==> src/rtl/proc_pkg.sv <==
// Shared processor bus definitions: widths and the 4-bit register code map used by
// both the bus read mux and the register write demux.
package proc_pkg;

   localparam int DATA_W = 16;
   localparam int SEL_W  = 4;

   localparam logic [SEL_W-1:0] SEL_AR   = 4'b0000;
   localparam logic [SEL_W-1:0] SEL_DR   = 4'b0001;
   localparam logic [SEL_W-1:0] SEL_R1   = 4'b0010;
   localparam logic [SEL_W-1:0] SEL_R2   = 4'b0011;
   localparam logic [SEL_W-1:0] SEL_R3   = 4'b0100;
   localparam logic [SEL_W-1:0] SEL_RA   = 4'b0101;
   localparam logic [SEL_W-1:0] SEL_RB   = 4'b0110;
   localparam logic [SEL_W-1:0] SEL_RC   = 4'b0111;
   localparam logic [SEL_W-1:0] SEL_AC   = 4'b1000;
   localparam logic [SEL_W-1:0] SEL_IR   = 4'b1010;
   localparam logic [SEL_W-1:0] SEL_DMEM = 4'b1011;

   // Codes 0000..1000 are contiguous registers; IR sits alone past the 1001 hole.
   function automatic logic is_reg_code(input logic [SEL_W-1:0] code);
      return (code <= SEL_AC) || (code == SEL_IR);
   endfunction

endpackage

==> src/rtl/bus_src_sel.sv <==
// Combinational source decode: maps a bus source code to a register value and
// classifies the code as register, data memory, or invalid.
module bus_src_sel #(
   parameter int DATA_W = proc_pkg::DATA_W,
   parameter int SEL_W  = proc_pkg::SEL_W
) (
   input  logic [SEL_W-1:0]  sel,
   input  logic [DATA_W-1:0] ar_i,
   input  logic [DATA_W-1:0] dr_i,
   input  logic [DATA_W-1:0] r1_i,
   input  logic [DATA_W-1:0] r2_i,
   input  logic [DATA_W-1:0] r3_i,
   input  logic [DATA_W-1:0] ra_i,
   input  logic [DATA_W-1:0] rb_i,
   input  logic [DATA_W-1:0] rc_i,
   input  logic [DATA_W-1:0] ac_i,
   input  logic [DATA_W-1:0] ir_i,
   output logic [DATA_W-1:0] value,
   output logic              sel_is_reg,
   output logic              sel_is_mem,
   output logic              sel_bad
);
   import proc_pkg::*;

   always_comb begin
      value = '0;
      case (sel)
         SEL_AR:  value = ar_i;
         SEL_DR:  value = dr_i;
         SEL_R1:  value = r1_i;
         SEL_R2:  value = r2_i;
         SEL_R3:  value = r3_i;
         SEL_RA:  value = ra_i;
         SEL_RB:  value = rb_i;
         SEL_RC:  value = rc_i;
         SEL_AC:  value = ac_i;
         SEL_IR:  value = ir_i;
         default: value = '0;
      endcase
   end

   always_comb begin
      sel_is_reg = is_reg_code(sel);
      sel_is_mem = (sel == SEL_DMEM);
      sel_bad    = !(sel_is_reg || sel_is_mem);
   end

endmodule

==> src/rtl/bus_source_mux.sv <==
// Read side of the common bus: one-cycle register reads, and data memory reads
// through a level req / ack handshake bounded by a wait-state timeout.
module bus_source_mux #(
   parameter int DATA_W      = proc_pkg::DATA_W,
   parameter int SEL_W       = proc_pkg::SEL_W,
   parameter int MEM_TIMEOUT = 15
) (
   input  logic              clk,
   input  logic              rst,
   input  logic              rd_req,
   input  logic [SEL_W-1:0]  rd_sel,
   input  logic [DATA_W-1:0] ar_i,
   input  logic [DATA_W-1:0] dr_i,
   input  logic [DATA_W-1:0] r1_i,
   input  logic [DATA_W-1:0] r2_i,
   input  logic [DATA_W-1:0] r3_i,
   input  logic [DATA_W-1:0] ra_i,
   input  logic [DATA_W-1:0] rb_i,
   input  logic [DATA_W-1:0] rc_i,
   input  logic [DATA_W-1:0] ac_i,
   input  logic [DATA_W-1:0] ir_i,
   input  logic [DATA_W-1:0] mem_rdata,
   input  logic              mem_ack,
   output logic              mem_rd_en,
   output logic [DATA_W-1:0] bus_out,
   output logic              bus_valid,
   output logic              busy,
   output logic              rd_err,
   output logic              fsm_state
);
   import proc_pkg::*;

   // Handshake: mem_rd_en is a level held from request until the edge that sees
   // mem_ack (or the timeout); mem_rdata is taken only on an edge with mem_ack=1.
   localparam logic [0:0] ST_IDLE     = 1'b0;
   localparam logic [0:0] ST_MEM_WAIT = 1'b1;

   localparam int               CNT_W    = $clog2(MEM_TIMEOUT + 1);
   localparam logic [CNT_W-1:0] CNT_LAST = CNT_W'(MEM_TIMEOUT - 1);

   logic [0:0]        state;
   logic [CNT_W-1:0]  wait_cnt;
   logic [DATA_W-1:0] src_value;
   logic              sel_is_reg;
   logic              sel_is_mem;
   logic              sel_bad;

   bus_src_sel #(
      .DATA_W (DATA_W),
      .SEL_W  (SEL_W)
   ) u_src_sel (
      .sel        (rd_sel),
      .ar_i       (ar_i),
      .dr_i       (dr_i),
      .r1_i       (r1_i),
      .r2_i       (r2_i),
      .r3_i       (r3_i),
      .ra_i       (ra_i),
      .rb_i       (rb_i),
      .rc_i       (rc_i),
      .ac_i       (ac_i),
      .ir_i       (ir_i),
      .value      (src_value),
      .sel_is_reg (sel_is_reg),
      .sel_is_mem (sel_is_mem),
      .sel_bad    (sel_bad)
   );

   always_ff @(posedge clk) begin
      if (rst) begin
         state     <= ST_IDLE;
         wait_cnt  <= '0;
         bus_out   <= '0;
         bus_valid <= 1'b0;
         rd_err    <= 1'b0;
         mem_rd_en <= 1'b0;
         busy      <= 1'b0;
      end else begin
         bus_valid <= 1'b0;
         rd_err    <= 1'b0;
         case (state)
            ST_IDLE: begin
               if (rd_req) begin
                  if (sel_is_reg) begin
                     bus_out   <= src_value;
                     bus_valid <= 1'b1;
                  end else if (sel_is_mem) begin
                     state     <= ST_MEM_WAIT;
                     wait_cnt  <= '0;
                     mem_rd_en <= 1'b1;
                     busy      <= 1'b1;
                  end else if (sel_bad) begin
                     rd_err <= 1'b1;
                  end
               end
            end
            ST_MEM_WAIT: begin
               // An ack arriving on the timeout edge still counts as a good read.
               if (mem_ack) begin
                  bus_out   <= mem_rdata;
                  bus_valid <= 1'b1;
                  mem_rd_en <= 1'b0;
                  busy      <= 1'b0;
                  wait_cnt  <= '0;
                  state     <= ST_IDLE;
               end else if (wait_cnt == CNT_LAST) begin
                  rd_err    <= 1'b1;
                  mem_rd_en <= 1'b0;
                  busy      <= 1'b0;
                  wait_cnt  <= '0;
                  state     <= ST_IDLE;
               end else begin
                  wait_cnt <= wait_cnt + CNT_W'(1);
               end
            end
            default: begin
               state     <= ST_IDLE;
               mem_rd_en <= 1'b0;
               busy      <= 1'b0;
               wait_cnt  <= '0;
            end
         endcase
      end
   end

   assign fsm_state = state[0];

endmodule

==> config.mk <==
export PLATFORM = sky130hd
export DESIGN_NAME = bus_source_mux
export DESIGN_NICKNAME = d
export VERILOG_FILES = /design/src/rtl/proc_pkg.sv /design/src/rtl/bus_src_sel.sv /design/src/rtl/bus_source_mux.sv
export SDC_FILE = /design/constraint.sdc
export NUM_CORES = 1
export LEC_CHECK = 0
export BUFFER_PORTS_ARGS = -buffer_cell sky130_fd_sc_hd__buf_2
export CORE_MARGIN = 3
export CORE_UTILIZATION = 44
export CTS_BUF_LIST = sky130_fd_sc_hd__clkbuf_4 sky130_fd_sc_hd__clkbuf_8
export CTS_CLUSTER_SIZE = 12
export DETAILED_ROUTE_END_ITERATION = 10
export PLACE_DENSITY = 0.87
export SLEW_MARGIN = 20
export SYNTH_ARGS = -nofsm -noshare
export SYNTH_HDL_FRONTEND = slang
export SYNTH_SLANG_ARGS = --single-unit
export TNS_END_PERCENT = 100
==> constraint.sdc <==
create_clock -name clk -period 2.8 [get_ports clk]
set_clock_uncertainty 0.05 [all_clocks]
set_input_delay 0.42 -clock clk [delete_from_list [all_inputs] [get_ports clk]]
set_output_delay 0.42 -clock clk [all_outputs]
set_load 0.02 [all_outputs]
==> results of run 1 <==
==> cells by family (layout without fill, tap and decap cells) <==
kind of cell               count (synthesis)  after routing  share of synthesized area [%]
muxes                                     35             35                           15.3
buffers and inverters                     34            222                           7.45
DFF                                       24             24                           18.9
adders and majority gates                  2              2                          0.987
and+or+nand+nor                          103            103                           21.9
AOI/OAI and AO/OA                        129            129                           35.4
==> area by class of cell <==
| cell class | instances | area share [%] |
|---|---|---|
| sequential | 24 | 13.3 |
| tap | 72 | 2.50 |
| timing repair buffer | 214 | 30.4 |
| clock buffer | 4 | 1.53 |
| multi-input combinational | 269 | 51.8 |
| inverter | 4 | 0.416 |
==> cell usage in the layout (no fill, tap or decap), types with 3 or more instances in the layout <==
cell type and n:
a31oi_1 6, nor2_1 21, a22oi_1 24, nor2b_2 3, o22a_1 6, buf_4 10, mux2i_1 22, o22ai_1 9
a221oi_1 9, nand2b_1 4, and3_1 11, clkbuf_8 4, nand2_1 19, o31ai_1 4, dfxtp_1 24, inv_1 4
nor3_1 6, a21oi_1 25, a32oi_1 4, o221ai_1 8, a211oi_1 3, nand3b_1 3, nor2b_1 3, nand3_1 13
o21ai_0 18, buf_2 204, mux2_2 11
==> sequential cells by signal (all words and copies together), names as in the netlist <==
register   flops
bus_valid      1
wait_cnt       4
fsm_state      1
bus_out       16
rd_err         1
busy           1
==> per-layer routing <==
| layer | up-vias | GRT usage [%] |
|---|---|---|
| met5 | - | 0 |
| li1 | 1662 | - |
| met1 | 1672 | 38.1 |
| met4 | 0 | 13.6 |
| met3 | 49 | 7.89 |
| met2 | 281 | 57.3 |
==> how the worst max path moves through the flow <==
stage | from | endpoint | slack (ns) | depth (start not counted)
global route | rd_sel[0] | bus_out[14]$_SDFFE_PP0P_ | 0.55 | 7
CTS | rd_sel[0] | bus_out[14]$_SDFFE_PP0P_ | 0.82 | 7
finish | rd_sel[0] | bus_out[14]$_SDFFE_PP0P_ | 0.76 | 7
global placement | rd_sel[0] | bus_out[9]$_SDFFE_PP0P_ | 0.61 | 7
floorplan | rd_sel[1] | bus_out[3]$_SDFFE_PP0P_ | 1.16 | 6
detailed placement | rd_sel[0] | bus_out[14]$_SDFFE_PP0P_ | 0.56 | 7
==> synth_stat cells, types with 3 or more instances <==
cell / number / area share (%)
clkbuf_1: 6 / 0.89
buf_2: 12 / 2.4
o21ai_0: 18 / 3.6
a211oi_1: 3 / 0.89
dfxtp_1: 24 / 19
a32oi_1: 4 / 1.4
nand3b_1: 3 / 0.89
nand3_1: 13 / 2.6
buf_4: 8 / 2.4
nand2b_1: 4 / 0.99
o31ai_1: 4 / 1.2
o221ai_1: 8 / 2.8
mux2i_1: 22 / 8.7
o22a_1: 6 / 2.1
nor2b_1: 4 / 0.99
o22ai_1: 9 / 2.2
nor2_1: 21 / 3.1
a221oi_1: 9 / 3.1
nor3_1: 6 / 1.2
and3_1: 11 / 2.7
nand2_1: 19 / 2.8
a31oi_1: 6 / 1.5
mux2_2: 11 / 4.9
a21oi_1: 25 / 4.9
inv_1: 4 / 0.59
a22oi_1: 24 / 7.1
==> stage by stage <==
stage,instance area (um^2),std cells
floorplan,2540,327
global placement,3550,583
detailed placement,3550,583
CTS,3610,587
global route,3610,587
finish,3610,587
==> power groups by stage <==
stage | sequential, mW | combinational, mW | clock [mW]
floorplan | 0.399 | 0.221 | 0
global placement | 0.378 | 0.441 | 0
detailed placement | 0.378 | 0.446 | 0
CTS | 0.370 | 0.447 | 0.245
global route | 0.373 | 0.490 | 0.262
finish | 0.370 | 0.455 | 0.242
==> worst max-delay path, cell delays in order <==
cell      delay (ns)
buf_2           0.29
buf_4           0.27
or2_1           0.33
and2_1          0.20
nor3_1          0.23
o21ai_0         0.16
a311oi_1        0.24
==> results.py, run 1 <==
metrics = {
    "die": {
        "rows": 27,
        "start_util_pct": 45.8,
        "ios": 205,
        "core_um2": 5540,
        "die_h_um": 81.9,
        "die-area_um2": 6710,
        "die_x_um": 81.9,
    },
    "worst_setup_path": {
        "end_kind": "register",
        "worst-r2r-setup-slack_ns": 0.91,
        "timing.rr.start": "fsm_state$_SDFF_PP0_",
        "critPathRequiredTime_ns": 2.93,
        "worstPathArrival_ns": 2.17,
        "startpoint_type": "input port",
        "crit_type": "input port to register",
        "reg2reg_to": "bus_out[0]$_SDFFE_PP0P_",
        "ff2ff_path_depth": 6,
        "critPathMaxFanout": 32,
    },
    "run": {
        "timing.max_cap.violations": 0,
    },
    "yosys": {
        "avgSynthCellArea_um2": 7.76,
        "syn-num-nets": 513,
        "synth_edf_count": 0,
        "syn_inst": 327,
        "synthFlopType": "dfxtp_1",
        "synth-seq-cells": 24,
        "synth_cell_types": 58,
        "seq_area_frac_synth_pct": 18.9,
        "syn_area_um2": 2540,
        "async_flop_share_pct": 0,
        "yosys_warnings": 0,
    },
    "route": {
        "routed.top_layer": "met4",
        "drt.antenna.violating_nets": 0,
        "drc": 0,
        "wl_mm": 11.3,
        "vias": 3664,
        "vias_per_cell": 6.24,
        "first_pass_iters": 5,
        "wl_met2_mm": 5.52,
        "wl_per_cell_um": 19.3,
        "wl_met1_mm": 3.95,
        "wl_met3_mm": 1.40,
        "drt_iter0_markers": 365,
    },
    "min_path": {
        "hold_class": "input port to register",
        "worstHoldPathCells": 3,
        "worstHoldEndpoint": "bus_out[4]$_SDFFE_PP0P_",
        "hold_start": "ir_i[4]",
    },
    "timing": {
        "hold_viol_final": 0,
        "hold_ws_ns": 0.419,
        "fin_crit_sh_pct": 72.9,
        "drv_slew": 0,
        "rsz0062_at_grt": "no",
        "fmax_mhz": 490,
        "setup_slack_ns": 0.759,
        "setup-violations-final": 0,
        "min_period_ns": 2.04,
        "relSlewSlack_pct": 60.5,
        "setup_tns_ns": 0,
        "tightest_slew_ns": 0.592,
    },
    "pwr": {
        "p_leak_nw": 1.74,
        "clock_power_share_pct": 22.7,
        "switching_share_pct": 34.2,
        "net-switching-power_mw": 0.365,
        "p_seq_share_pct": 34.7,
        "power_frac_comb_pct": 42.6,
        "peakVddDrop_v": 0.000207,
        "power_mw": 1.07,
        "intPower_mw": 0.701,
        "powerDensity_nw_per_um2": 296,
    },
    "placed_design": {
        "port-buffer-count": 204,
        "gp_congestion": 0.913,
        "place_ws_ns": 0.562,
        "post-dp-hpwl_mm": 9.14,
    },
    "finish": {
        "regArea_um2": 480,
        "fillers": 495,
        "area_growth_pct": 42.2,
        "final_nets": 702,
        "multi_input_area_um2": 1870,
        "drive_gt1_share_pct": 47.4,
        "fin_util_pct": 65.1,
        "diodes": 0,
    },
    "global_routing": {
        "grt_pass1_vias": 3435,
        "antenna_found_initial": 0,
        "grt_max_degree": 33,
        "overflow": 0,
        "grt_pass1_wl_mm": 17.0,
        "track_usage_pct": 32.8,
    },
    "cts": {
        "clk_pin_slew_ns": 0.08,
        "htree_levels": 1,
        "cts_tree": "built",
        "root_buffer": "clkbuf_8",
        "cts.sinks": 24,
        "ctsResizeCount": 0,
        "postCtsSetupBuffers": 0,
        "cts_buffers": 3,
        "cts_buffer_depth": 2,
        "clk_latency_ns": 0.27,
        "cts.hold.buffers_added": 0,
    },
    "run_status": {
        "outcome": "finished, final reports clean",
    },
}
Note: power is estimated with default switching activity, not from simulation.
==> run 2: changes to the inputs <==
Settings changed: ABC_AREA set to 1, CORE_UTILIZATION 44 to 37, PLACE_DENSITY 0.87 to 0.77.
Clock period 2.8 ns to 1.7 ns, I/O delays scaled along.
==> results.py, run 2 <==
metrics = {
    "placed_design": {
        "post-dp-hpwl_mm": 9.69,
        "gp_congestion": 0.942,
        "port-buffer-count": 204,
    },
    "route": {
        "first_pass_iters": 5,
        "drc": 0,
        "drt.antenna.violating_nets": 0,
        "drt_iter0_markers": 198,
        "wl_mm": 11.8,
        "wl_per_cell_um": 15.5,
        "vias": 4105,
        "vias_per_cell": 5.39,
    },
    "yosys": {
        "avgSynthCellArea_um2": 5.33,
        "syn_inst": 487,
        "syn-num-nets": 673,
        "yosysTopAreaCell": "nand3_1",
        "ys_top_cells_by_area": "nand3_1 35%, dfxtp_1 19%, nand2_1 16%",
        "synthTopCellsByCount": "181 x nand3_1, 111 x nand2_1, 40 x nor2_1",
        "yosysMostFrequentCell": "nand3_1",
        "synth_cell_types": 20,
        "syn_area_um2": 2600,
        "synth_top_cell_area_share_pct": 34.9,
        "synth-seq-cells": 24,
        "yosys_warnings": 0,
        "async_flop_share_pct": 0,
        "seq_area_frac_synth_pct": 18.5,
        "synthFlopType": "dfxtp_1",
        "synth_edf_count": 0,
    },
    "worst_setup_path": {
        "ff2ff_path_depth": 6,
        "startpoint_type": "register",
        "cp_slowest_cell": "dfxtp_1",
        "crit_type": "register to register",
        "slowest_delay_ns": 0.44,
        "worstPathCellList": "inv_1 > nand3_1 > nand2_1 > inv_2 > a21oi_1 > a21oi_1",
        "timing.rr.start": "fsm_state$_SDFF_PP0_",
        "worst-r2r-setup-slack_ns": 0.30,
        "reg2reg_to": "bus_out[10]$_SDFFE_PP0P_",
        "critPathRequiredTime_ns": 1.85,
        "end_kind": "register",
        "crit_path_frequent_cell": "a21oi_1",
        "worstPathArrival_ns": 1.55,
        "critPathMaxFanout": 17,
    },
    "pwr": {
        "p_seq_share_pct": 36.9,
        "power_frac_comb_pct": 43.2,
        "peakVddDrop_v": 0.000345,
        "power_mw": 1.67,
        "switching_share_pct": 36.1,
        "clock_power_share_pct": 20.0,
        "powerDensity_nw_per_um2": 438,
        "p_leak_nw": 2.17,
        "net-switching-power_mw": 0.605,
        "intPower_mw": 1.07,
    },
    "die": {
        "start_util_pct": 39.5,
        "die_x_um": 89.8,
        "rows": 29,
        "die-area_um2": 8060,
        "core_um2": 6570,
        "die_h_um": 89.8,
        "ios": 205,
    },
    "cts": {
        "root_buffer": "clkbuf_8",
        "ctsResizeCount": 0,
        "cts_tree": "built",
        "clk_pin_slew_ns": 0.08,
        "cts_buffer_depth": 2,
        "postCtsSetupBuffers": 0,
        "cts.hold.buffers_added": 0,
        "clk_latency_ns": 0.26,
        "cts.sinks": 24,
        "cts_buffers": 3,
        "htree_levels": 1,
    },
    "min_path": {
        "hold_class": "input port to register",
        "worstHoldEndpoint": "wait_cnt[1]$_SDFFE_PP0P_",
        "hold_start": "rst",
        "worstHoldPathCells": 2,
    },
    "run_status": {
        "outcome": "finished, final reports clean",
    },
    "global_routing": {
        "overflow": 0,
        "grt_pass1_vias": 3853,
        "track_usage_pct": 28.1,
        "antenna_found_initial": 1,
        "grt_max_degree": 46,
        "grt_pass1_wl_mm": 18.8,
    },
    "timing": {
        "fmax_mhz": 713,
        "tightest_slew_ns": 0.496,
        "rsz0062_at_grt": "no",
        "relSlewSlack_pct": 66.9,
        "setup-violations-final": 0,
        "hold_viol_final": 0,
        "min_period_ns": 1.40,
        "drv_slew": 0,
        "setup_tns_ns": 0,
        "fin_crit_sh_pct": 82.6,
    },
    "finish": {
        "multi_input_area_um2": 1850,
        "area_growth_pct": 47.2,
        "top_register": "bus_out",
        "final_nets": 855,
        "largest_reg_flops": 16,
        "fillers": 708,
        "layout_common_cells": "204 x buf_2, 181 x nand3_1, 111 x nand2_1",
        "largestRegisters": "bus_out: 16 flops, wait_cnt: 4 flops",
        "regArea_um2": 480,
        "final_common_cell": "buf_2",
        "drive_gt1_share_pct": 34.3,
    },
    "run": {
        "timing.max_cap.violations": 0,
    },
}
## run 2: power by group through the flow
stage	clock network [mW]	logic [mW]	registers [mW]
after CTS	0.347	0.724	0.617
after detailed placement	0	0.721	0.629
after global routing	0.369	0.800	0.621
after floorplan	0	0.294	0.668
after global placement	0	0.716	0.630
final	0.335	0.723	0.617
## run 2: worst max-delay path by stage
stage | from | end | slack (ns) | cells after the start
2_1_floorplan | fsm_state$_SDFF_PP0_ | bus_out[0]$_SDFFE_PP0P_ | 0.21 | 8
3_3_place_gp | rd_sel[0] | bus_out[7]$_SDFFE_PP0P_ | 0.20 | 10
3_5_place_dp | rd_sel[0] | bus_out[7]$_SDFFE_PP0P_ | 0.17 | 10
4_1_cts | fsm_state$_SDFF_PP0_ | bus_out[10]$_SDFFE_PP0P_ | 0.31 | 6
5_1_grt | fsm_state$_SDFF_PP0_ | bus_out[10]$_SDFFE_PP0P_ | 0.19 | 6
6_report | fsm_state$_SDFF_PP0_ | bus_out[10]$_SDFFE_PP0P_ | 0.30 | 6
## run 2: cell type report
type	count	share of cell area [%]
flip-flops and latches	24	12.6
well taps	93	3.04
repair buffers	217	32.2
clock buffers	3	1.08
inverters	26	2.55
multi-input cells	397	48.5
diodes	1	0.0655
## run 2: cell families after synthesis
| family | count (synthesis) | share of synthesized area, % |
|---|---|---|
| fa+ha+maj | 2 | 0.964 |
| flops | 24 | 18.5 |
| simple gates | 341 | 59.0 |
| xor+xnor | 1 | 0.337 |
| buf+inv | 66 | 11.0 |
| compound gates | 53 | 10.2 |
## run 2: stage by stage
step / hold slack [ns] / area, um^2 / util (%) / instances / setup slack (ns)
after global placement: 0.422 / 3780 / 57.5 / 757 / 0.197
after detailed placement: 0.421 / 3780 / 57.5 / 757 / 0.167
after global routing: 0.142 / 3820 / 58.2 / 761 / 0.188
final: 0.134 / 3820 / 58.2 / 761 / 0.297
after floorplan: 0.274 / 2600 / - / 487 / 0.213
after CTS: 0.133 / 3820 / 58.2 / 760 / 0.310
## run 2: per-layer routing
layer | vias to the layer above | part of all wire [%] | global-route usage, %
met3 | 38 | 8.8 | 4.26
met1 | 1826 | 37 | 33.5
met2 | 235 | 50 | 50.6
li1 | 2006 | - | -
met5 | - | 0 | 0
met4 | 0 | 3.8 | 11.0
## run 2: critical path, delay by kind of cell, from the launching register on
| kind | cells | cell delay [ns] |
|---|---|---|
| compound gates | 2 | 0.23 |
| buf+inv | 2 | 0.39 |
| flops | 1 | 0.44 |
| simple gates | 2 | 0.22 |
==> run 3: changes to the inputs <==
Clock period 1.7 ns to 1.1 ns, I/O delays scaled along.
==> results.py, run 3 (same netlist as run 2, synthesis figures left out) <==
metrics = {
    "run_status": {
        "violations": "negative setup slack",
        "outcome": "finished, violations left",
    },
    "cts": {
        "cts_buffers": 3,
        "htree_levels": 1,
        "clk_latency_ns": 0.27,
        "root_buffer": "clkbuf_8",
        "clk_pin_slew_ns": 0.09,
        "cts.hold.buffers_added": 0,
        "cts_tree": "built",
        "cts_buffer_depth": 2,
        "cts.sinks": 24,
    },
    "finish": {
        "fin_area_um2": 4810,
        "layoutNonFillerInstCount": 801,
        "largest_reg_flops": 16,
        "layout_common_cells": "200 x buf_2, 167 x nand3_1, 103 x nand2_1",
        "fillers": 529,
        "diodes": 0,
        "top_register": "bus_out",
        "final_common_cell": "buf_2",
        "drive_gt1_share_pct": 46.8,
        "final_nets": 895,
        "area_growth_pct": 85.3,
        "largestRegisters": "bus_out: 16 flops, wait_cnt: 4 flops",
        "fin_util_pct": 73.2,
    },
    "worst_setup_path": {
        "critPathRequiredTime_ns": 1.26,
        "startpoint_type": "register",
        "end_kind": "register",
        "worstPathArrival_ns": 1.33,
        "critPathMaxFanout": 2,
        "crit_type": "register to register",
    },
    "die": {
        "rows": 29,
        "core_um2": 6570,
        "die_h_um": 89.8,
        "die-area_um2": 8060,
        "die_x_um": 89.8,
        "ios": 205,
        "start_util_pct": 39.5,
    },
    "pwr": {
        "p_leak_nw": 2.54,
        "powerDensity_nw_per_um2": 643,
        "peakVddDrop_v": 0.000464,
    },
    "placed_design": {
        "port-buffer-count": 204,
        "dpl_cell_area_um2": 3990,
        "placed_cells": 775,
        "post-dp-hpwl_mm": 9.43,
        "place_ws_ns": -0.345,
        "gp_congestion": 0.948,
    },
    "route": {
        "drt.antenna.violating_nets": 0,
        "vias": 4504,
        "wl_mm": 13.6,
        "wl_per_cell_um": 17.0,
        "drc": 0,
        "drt_iter0_markers": 275,
        "first_pass_iters": 7,
        "vias_per_cell": 5.62,
    },
    "global_routing": {
        "grt_pass1_vias": 3939,
        "grt_max_degree": 49,
        "track_usage_pct": 27.5,
        "overflow": 0,
        "grt_pass1_wl_mm": 18.5,
        "antenna_found_initial": 0,
    },
    "timing": {
        "rsz0062_at_grt": "yes",
        "relSlewSlack_pct": 78.2,
        "fmax_mhz": 855,
        "tightest_slew_ns": 0.324,
        "min_period_ns": 1.17,
        "hold_viol_final": 0,
        "fin_crit_sh_pct": 106,
        "setup-violations-final": 15,
        "setup_slack_ns": -0.0697,
        "drv_slew": 0,
    },
    "run": {
        "timing.max_cap.violations": 0,
    },
    "min_path": {
        "hold_class": "input port to register",
    },
}
-- run 3: cell type report --
class | count | area, um^2 | area share, %
Multi-Input combinational cell | 397 | 2120 | 44.1
Timing Repair Buffer | 257 | 1920 | 39.9
Tap cell | 93 | 116 | 2.42
Clock buffer | 4 | 55.1 | 1.14
Sequential cell | 24 | 488 | 10.1
Inverter | 26 | 113 | 2.34
-- run 3: final timing paths --
| kind | start | end | slack (ns) | depth (start not counted) |
|---|---|---|---|---|
| setup / recovery | wait_cnt[0]$_SDFFE_PP0P_ | wait_cnt[1]$_SDFFE_PP0P_ | -0.07 | 6 |
| hold / removal | rst | wait_cnt[1]$_SDFFE_PP0P_ | 0.05 | 2 |
| setup reg to reg | wait_cnt[0]$_SDFFE_PP0P_ | wait_cnt[1]$_SDFFE_PP0P_ | -0.07 | 6 |
| hold reg to reg | busy$_SDFFE_PP0P_ | busy$_SDFFE_PP0P_ | 0.44 | 2 |
-- run 3: through the flow --
step	TNS [ns]	power [mW]	hold slack (ns)
2_1_floorplan	-1.83	1.51	0.184
3_3_place_gp	-5.78	2.13	0.334
3_5_place_dp	-6.40	2.14	0.334
4_1_cts	-0.0370	2.80	0.0455
5_1_grt	-1.64	3.23	0.0591
6_report	-0.493	3.09	0.0465
-- run 3: worst max-delay path, cell delays in order (launching register included) --
cell	delay [ns]
dfxtp_2	0.35
inv_2	0.06
ha_4	0.16
nand3_4	0.09
nand2_4	0.06
or2_4	0.23
a21oi_2	0.11
-- run 3: power breakdown --
part / total [mW] / switching [mW] / internal, mW
clock: 0.623 / 0.303 / 0.320
sequential: 0.953 / 0.0313 / 0.922
combinational: 1.52 / 0.781 / 0.737
total: 3.09 / 1.12 / 1.98
-- run 3: layer usage --
metal  routed length (um)  part of all wire (%)  global-route usage [%]  up-vias
li1                     -                     -                       -     2100
met1                 4920                    36                    32.1     2039
met2                 6900                    51                    51.1      313
met3                 1280                   9.4                    4.92       52
met4                  533                   3.9                    7.92        0
met5                    0                     0                       0        -
-- run 3: timing repair --
| item | in CTS | in global routing |
|---|---|---|
| endpoints found under the hold margin | 0 | 0 |
| buffers inserted | 1 | 5 |
| setup endpoints to repair | 17 | 22 |
| gates cloned | 1 | 15 |
| pin swaps | 5 | 44 |
| gates resized for setup | 22 | 73 |
